`config.mk`:
```
export PLATFORM = sky130hd
export DESIGN_NAME = burst_line_adaptor_flat
export DESIGN_NICKNAME = d
export VERILOG_FILES = /design/src/rtl/burst_adaptor_pkg.sv /design/src/rtl/burst_line_adaptor_if.sv /design/src/rtl/burst_shift_buf.sv /design/src/rtl/burst_line_adaptor.sv /design/src/flat_wrapper.sv
export SDC_FILE = /design/constraint.sdc
export NUM_CORES = 1
export LEC_CHECK = 0
export CAP_MARGIN = 20
export CORE_AREA = 2 2 281 283
export CTS_CLUSTER_DIAMETER = 200
export DETAILED_ROUTE_END_ITERATION = 8
export DIE_AREA = 0 0 283 285
export PLACE_DENSITY_LB_ADDON = 0.1
export SLEW_MARGIN = 20
export SYNTH_ARGS = -nofsm -noshare
export SYNTH_HDL_FRONTEND = slang
export SYNTH_SLANG_ARGS = --single-unit
```
`constraint.sdc`:
```
create_clock -name clk -period 3.1 [get_ports clk]
set_input_delay 0.62 -clock clk [delete_from_list [all_inputs] [get_ports clk]]
set_output_delay 0.62 -clock clk [all_outputs]
set_load 0.1 [all_outputs]
```
`src/rtl/burst_adaptor_pkg.sv`:
```
// burst_adaptor_pkg: shared FSM state type and line-alignment helper for the burst line adaptor
package burst_adaptor_pkg;

   typedef enum logic [1:0] {IDLE, READ, WRITE, DONE} state_t;

   function automatic logic [63:0] align_base(input logic [63:0] addr, input int offs);
      return addr & ~((64'd1 << offs) - 64'd1);
   endfunction

endpackage

```
`src/rtl/burst_line_adaptor_if.sv`:
```
// burst_line_adaptor_if: cache-side and memory-side signals of the burst line adaptor
interface burst_line_adaptor_if #(
   parameter int LINE_WIDTH  = 256,
   parameter int BURST_WIDTH = 64,
   parameter int ADDR_WIDTH  = 32
);
   logic [LINE_WIDTH-1:0]  line_i;
   logic [LINE_WIDTH-1:0]  line_o;
   logic [ADDR_WIDTH-1:0]  address_i;
   logic                   read_i;
   logic                   write_i;
   logic                   resp_o;
   logic                   err_o;
   logic [BURST_WIDTH-1:0] burst_i;
   logic [BURST_WIDTH-1:0] burst_o;
   logic [ADDR_WIDTH-1:0]  address_o;
   logic                   read_o;
   logic                   write_o;
   logic                   resp_i;

   modport slave (
      input  line_i, address_i, read_i, write_i, burst_i, resp_i,
      output line_o, resp_o, err_o, burst_o, address_o, read_o, write_o
   );

   modport master (
      output line_i, address_i, read_i, write_i, burst_i, resp_i,
      input  line_o, resp_o, err_o, burst_o, address_o, read_o, write_o
   );
endinterface

```
`src/rtl/burst_shift_buf.sv`:
```
// burst_shift_buf: line buffer with whole-line load, indexed beat write and indexed beat read
module burst_shift_buf #(
   parameter int  LINE_WIDTH  = 256,
   parameter int  BURST_WIDTH = 64,
   localparam int BURSTS      = LINE_WIDTH / BURST_WIDTH,
   localparam int CNT_W       = (BURSTS > 1) ? $clog2(BURSTS) : 1
) (
   input  logic                   clk,
   input  logic                   rst,
   input  logic                   i_load,
   input  logic [LINE_WIDTH-1:0]  i_line,
   input  logic                   i_beat_we,
   input  logic [CNT_W-1:0]       i_idx,
   input  logic [BURST_WIDTH-1:0] i_beat,
   output logic [BURST_WIDTH-1:0] o_beat,
   output logic [LINE_WIDTH-1:0]  o_line
);
   logic [LINE_WIDTH-1:0] r_buf;

   // whole-line load for writes, single-beat insert for reads; the FSM never asserts both
   always_ff @(posedge clk)
      if (rst) r_buf <= '0;
      else if (i_load) r_buf <= i_line;
      else if (i_beat_we) r_buf[i_idx*BURST_WIDTH +: BURST_WIDTH] <= i_beat;

   assign o_beat = r_buf[i_idx*BURST_WIDTH +: BURST_WIDTH];
   assign o_line = r_buf;
endmodule

```
`src/rtl/burst_line_adaptor.sv`:
```
// burst_line_adaptor: serialises cache lines into memory bursts and reassembles read bursts into lines
module burst_line_adaptor import burst_adaptor_pkg::*; #(
   parameter int LINE_WIDTH  = 256,
   parameter int BURST_WIDTH = 64,
   parameter int ADDR_WIDTH  = 32,
   parameter int ADDR_INCR   = 0
) (
   input logic                 clk,
   input logic                 rst,
   burst_line_adaptor_if.slave bus
);
   localparam int BURSTS = LINE_WIDTH / BURST_WIDTH;
   localparam int OFFS   = $clog2(LINE_WIDTH / 8);
   localparam int CNT_W  = (BURSTS > 1) ? $clog2(BURSTS) : 1;
   localparam int STEP   = BURST_WIDTH / 8;

   state_t                 r_state, w_next;
   logic [CNT_W-1:0]       r_cnt;
   logic [ADDR_WIDTH-1:0]  r_base;
   logic [LINE_WIDTH-1:0]  r_line, w_buf;
   logic [BURST_WIDTH-1:0] w_beat;
   logic                   r_err, r_is_rd;
   logic                   w_busy, w_last, w_acc;

   assign w_busy = (r_state == READ) || (r_state == WRITE);
   assign w_last = r_cnt == CNT_W'(BURSTS - 1);
   assign w_acc  = (r_state == IDLE) && (bus.read_i ^ bus.write_i);

   burst_shift_buf #(
      .LINE_WIDTH (LINE_WIDTH),
      .BURST_WIDTH(BURST_WIDTH)
   ) u_buf (
      .clk      (clk),
      .rst      (rst),
      .i_load   (w_acc && bus.write_i),
      .i_line   (bus.line_i),
      .i_beat_we(r_state == READ && bus.resp_i),
      .i_idx    (r_cnt),
      .i_beat   (bus.burst_i),
      .o_beat   (w_beat),
      .o_line   (w_buf)
   );

   // next state plus all outputs; the completed read line is shown live during DONE, held afterwards
   always_comb begin
      w_next = r_state;
      case (r_state)
         IDLE:        w_next = !w_acc ? IDLE : bus.read_i ? READ : WRITE;
         READ, WRITE: w_next = (bus.resp_i && w_last) ? DONE : r_state;
         DONE:        w_next = IDLE;
      endcase
      bus.read_o    = r_state == READ;
      bus.write_o   = r_state == WRITE;
      bus.resp_o    = r_state == DONE;
      bus.err_o     = r_err;
      bus.burst_o   = (r_state == WRITE) ? w_beat : '0;
      bus.address_o = !w_busy ? '0 : (ADDR_INCR != 0) ? r_base + ADDR_WIDTH'(r_cnt) * ADDR_WIDTH'(STEP) : r_base;
      bus.line_o    = (r_state == DONE && r_is_rd) ? w_buf : r_line;
   end

   // state, beat counter, captured base, sticky conflict flag and the held read line
   always_ff @(posedge clk) begin
      if (rst) begin
         r_state <= IDLE;
         r_cnt   <= '0;
         r_base  <= '0;
         r_err   <= 1'b0;
         r_is_rd <= 1'b0;
         r_line  <= '0;
      end else begin
         r_state <= w_next;
         if (r_state == IDLE && bus.read_i && bus.write_i) r_err <= 1'b1;
         if (w_acc) begin
            r_base  <= ADDR_WIDTH'(align_base(64'(bus.address_i), OFFS));
            r_cnt   <= '0;
            r_is_rd <= bus.read_i;
         end else if (w_busy && bus.resp_i && !w_last) r_cnt <= r_cnt + CNT_W'(1);
         if (r_state == DONE && r_is_rd) r_line <= w_buf;
      end
   end
endmodule

```
`src/flat_wrapper.sv`:
```
// flat-port wrapper written by rule: the top's interface ports become plain ports
module burst_line_adaptor_flat import burst_adaptor_pkg::*;
#(
   parameter int LINE_WIDTH  = 256,
   parameter int BURST_WIDTH = 64,
   parameter int ADDR_WIDTH  = 32,
   parameter int ADDR_INCR   = 0
)
  (clk, rst, bus_line_i, bus_address_i, bus_read_i, bus_write_i, bus_burst_i, bus_resp_i, bus_line_o, bus_resp_o, bus_err_o, bus_burst_o, bus_address_o, bus_read_o, bus_write_o);
  burst_line_adaptor_if #(.LINE_WIDTH(LINE_WIDTH), .BURST_WIDTH(BURST_WIDTH), .ADDR_WIDTH(ADDR_WIDTH)) bus_i ();
  input logic clk;
  input logic rst;
  input wire logic [$bits(bus_i.line_i)-1:0] bus_line_i;
  input wire logic [$bits(bus_i.address_i)-1:0] bus_address_i;
  input wire logic [$bits(bus_i.read_i)-1:0] bus_read_i;
  input wire logic [$bits(bus_i.write_i)-1:0] bus_write_i;
  input wire logic [$bits(bus_i.burst_i)-1:0] bus_burst_i;
  input wire logic [$bits(bus_i.resp_i)-1:0] bus_resp_i;
  output wire logic [$bits(bus_i.line_o)-1:0] bus_line_o;
  output wire logic [$bits(bus_i.resp_o)-1:0] bus_resp_o;
  output wire logic [$bits(bus_i.err_o)-1:0] bus_err_o;
  output wire logic [$bits(bus_i.burst_o)-1:0] bus_burst_o;
  output wire logic [$bits(bus_i.address_o)-1:0] bus_address_o;
  output wire logic [$bits(bus_i.read_o)-1:0] bus_read_o;
  output wire logic [$bits(bus_i.write_o)-1:0] bus_write_o;
  assign bus_i.line_i = bus_line_i;
  assign bus_i.address_i = bus_address_i;
  assign bus_i.read_i = bus_read_i;
  assign bus_i.write_i = bus_write_i;
  assign bus_i.burst_i = bus_burst_i;
  assign bus_i.resp_i = bus_resp_i;
  assign bus_line_o = bus_i.line_o;
  assign bus_resp_o = bus_i.resp_o;
  assign bus_err_o = bus_i.err_o;
  assign bus_burst_o = bus_i.burst_o;
  assign bus_address_o = bus_i.address_o;
  assign bus_read_o = bus_i.read_o;
  assign bus_write_o = bus_i.write_o;
  burst_line_adaptor #(.LINE_WIDTH(LINE_WIDTH), .BURST_WIDTH(BURST_WIDTH), .ADDR_WIDTH(ADDR_WIDTH), .ADDR_INCR(ADDR_INCR)) u_core (.clk(clk), .rst(rst), .bus(bus_i));
endmodule
```
==> impl_metrics.py <==
metrics = {
    "floorplanning": {
        "fp.dieH_um": 285,
        "io_pins": 713,
        "rows": 103,
        "coreArea_um2": 77970,
        "die_area_um2": 80660,
        "start_util": 0.3139,
        "die-width_um": 283,
    },
    "critical_path": {
        "cp_cell_sequence": "ha_1, nand2_4, buf_12, mux2_2, buf_12",
        "setup.worst_path.class": "register to output pin",
        "cp.arrival_ns": 2.38,
        "crit_path_frequent_cell": "buf_12",
        "crit_fanout": 63,
        "crit_end": "bus_line_o[30]",
        "critPathMaxStageDelay_ns": 0.44,
        "cp-startpoint": "u_core.r_state[0]$_SDFFE_PP0P_",
        "crit_path_end_kind": "output pin",
        "critical_path.top_delay_family": "buffers and inverters",
        "r2r-end": "u_core.u_buf.o_line[32]$_SDFFE_PP0P_",
        "crit_required_ns": 2.48,
        "r2r_slack_ns": 0.57,
        "r2r_start": "u_core.r_cnt[0]$_SDFFE_PP0P_",
        "slowest_stage": "mux2_2",
        "cp_num_cells": 5,
        "path_buf_inv": 2,
        "worstSetupStartpointType": "register",
        "worstRegToRegCells": 7,
    },
    "cells_and_area": {
        "final_common_cell": "dfxtp_1",
        "post-route-cell-area_um2": 37920,
        "nets": 3334,
        "areaGrowthSynthToFinish_pct": 54.94,
        "drive_gt1_frac": 0.2870,
        "utilization": 0.4863,
        "most-common-layout-cells": "dfxtp_1, clkdlybuf4s50_1, buf_12",
    },
    "sta": {
        "hold_violations": 0,
        "relSlewSlack": 0.2587,
        "min_period_over_period": 0.9689,
        "setup_viol": 0,
        "worstMarginPinSlew_ns": 1.112,
        "worst_slack_ns": 0.09634,
        "rsz0062_at_grt": "true",
        "final_period_minus_worst_setup_slack_ns": 3.004,
        "max_freq_ghz": 0.3329,
        "fin_tns_setup_ns": 0,
        "drv_slew": 0,
        "skew_ns": 0.02636,
    },
    "clock_tree": {
        "clkSinkCount": 545,
        "insertion_delay_ns": 0.59,
        "clockRootBuffer": "clkbuf_16",
        "cts_tree": "built",
        "postCtsHoldBufs": 0,
        "cts_buffer_depth": 3,
        "cts_made_buffers": 66,
        "htree_levels": 3,
        "clk_pin_slew_ns": 0.06,
    },
    "drt": {
        "via_count": 21660,
        "viasPerCell": 5.318,
        "dr.pass1.iters": 6,
        "drt_iter0_markers": 1632,
        "wl_per_cell_um": 25.72,
        "wl_um": 104800,
        "ant_nets": 0,
        "drc": 0,
    },
    "synthesis": {
        "netlist_area_um2": 24470,
        "synth_area_leaders": "dfxtp_1, mux2_2, nor2b_1, mux4_2, and2_1",
        "syn_avg_cell_area_um2": 10.39,
        "synth_edf_count": 0,
        "synth_cells": 2355,
        "synth-warning-count": 0,
        "yosysTopAreaCell": "dfxtp_1",
        "ys_types": 41,
        "async_flop_share": 0,
        "seq_area_frac_synth": 0.4458,
        "ys_seq_elements": 545,
        "synth_ff_type": "dfxtp_1",
        "yosysTopAreaCellShare": 0.4458,
    },
    "power": {
        "power_density_nw_per_um2": 603.9,
        "cellLeakagePower_nw": 14.52,
        "peakVddDrop_mv": 0.6795,
    },
    "hold_path": {
        "min_from": "rst",
        "hp-class": "input pin to register",
    },
    "placement": {
        "post-place-ws_ns": 0.4319,
        "dpl.hpwl_um": 70600,
        "gp_congestion": 0.8871,
        "port_buffers": 702,
        "dpl_cell_area_um2": 35640,
    },
    "global_routing": {
        "grt_pass1_vias": 22140,
        "grt_remaining_overflow": 0,
        "grt_max_degree": 184,
        "grt_antenna_before_repair": 26,
        "grt_pass1_wl_um": 153500,
        "gr-usage-all-layers": 0.2515,
    },
    "status": {
        "status": "finished, final reports clean",
    },
    "run": {
        "max_cap_violations": 0,
    },
}
==> final cells by class <==
type / instances / area (um2)
fillers: 7051 / 40050
multi-input cells: 1568 / 12430
inverters: 5 / 18.77
well taps: 1050 / 1314
flip-flops and latches: 545 / 10920
repair buffers: 780 / 11110
clock inverters: 11 / 87.58
clock buffers: 101 / 2007
diodes: 13 / 32.53
==> how the worst min path moves through the flow <==
| stage | to | slack (ns) | cells after the start |
|---|---|---|---|
| after floorplan | u_core.r_base[10]$_SDFFE_PP0N_ | 0.45 | 2 |
| final | u_core.r_cnt[0]$_SDFFE_PP0P_ | 0.28 | 2 |
| after global routing | u_core.r_cnt[0]$_SDFFE_PP0P_ | 0.26 | 2 |
| after CTS | u_core.r_cnt[0]$_SDFFE_PP0P_ | 0.23 | 2 |
| after global placement | u_core.r_base[22]$_SDFFE_PP0N_ | 0.46 | 2 |
| after detailed placement | u_core.r_base[31]$_SDFFE_PP0N_ | 0.46 | 2 |
==> what timing repair did <==
| action | in CTS | in global routing |
|---|---|---|
| pin swaps | 1 | 0 |
| cloned | 0 | 1 |
| resized for setup | 1 | 4 |
| buffers inserted | 6 | 6 |
| setup endpoints to repair | 265 | 88 |
| endpoints found under the hold margin | 0 | 0 |
==> flip-flops by register name, summed over array words and instances, names as in the netlist <==
name / flops
u_core.r_state: 2
u_core.r_is_rd: 1
u_core.u_buf.o_line: 256
u_core.bus.err_o: 1
u_core.r_line: 256
u_core.r_cnt: 2
u_core.r_base: 27
==> cells in the mapped netlist (14+ instances only) <==
cell type	instances
nand2_1	129
clkbuf_1	129
buf_4	14
mux2_2	256
o21ai_0	28
nor2b_1	257
a21oi_1	28
and2_1	215
nor3_1	129
dfxtp_1	545
buf_2	73
nand3_1	156
mux4_2	64
buf_6	19
a221o_1	128
a311oi_1	128
==> through the flow <==
step	hold WS [ns]	cells	power [mW]
2_1_floorplan	0.4489	2359	12.50
3_3_place_gp	0.4567	3935	15.28
3_5_place_dp	0.4627	3935	15.37
4_1_cts	0.2317	4053	23.10
5_1_grt	0.2626	4072	23.84
6_report	0.2774	4073	22.90
==> logic make-up after synthesis <==
group                    after synthesis  synth area share
AO/OA/AOI/OAI                        321            0.1139
XOR/XNOR                               3          0.001074
adder cells (fa/ha/maj)               11          0.005624
buffers and inverters                246           0.04949
flip-flops                           545            0.4458
multiplexers                         321            0.1771
other                                  1         0.0001532
AND/OR/NAND/NOR                      907            0.2069
==> per-layer routing <==
layer | track usage | share of wire
met1 | 0.3117 | 0.41
met2 | 0.4188 | 0.49
met3 | 0.06984 | 0.079
met4 | 0.08843 | 0.026
met5 | 0 | 0.0015
==> report_power, final <==
group | switching (mW) | internal [mW] | total (mW) | leakage [nW]
Sequential | 0.525 | 7.64 | 8.16 | 4.43
Clock | 3.13 | 4.52 | 7.65 | 1.04
Combinational | 4.35 | 2.73 | 7.08 | 9.05
(Power assumes the default switching activity.)
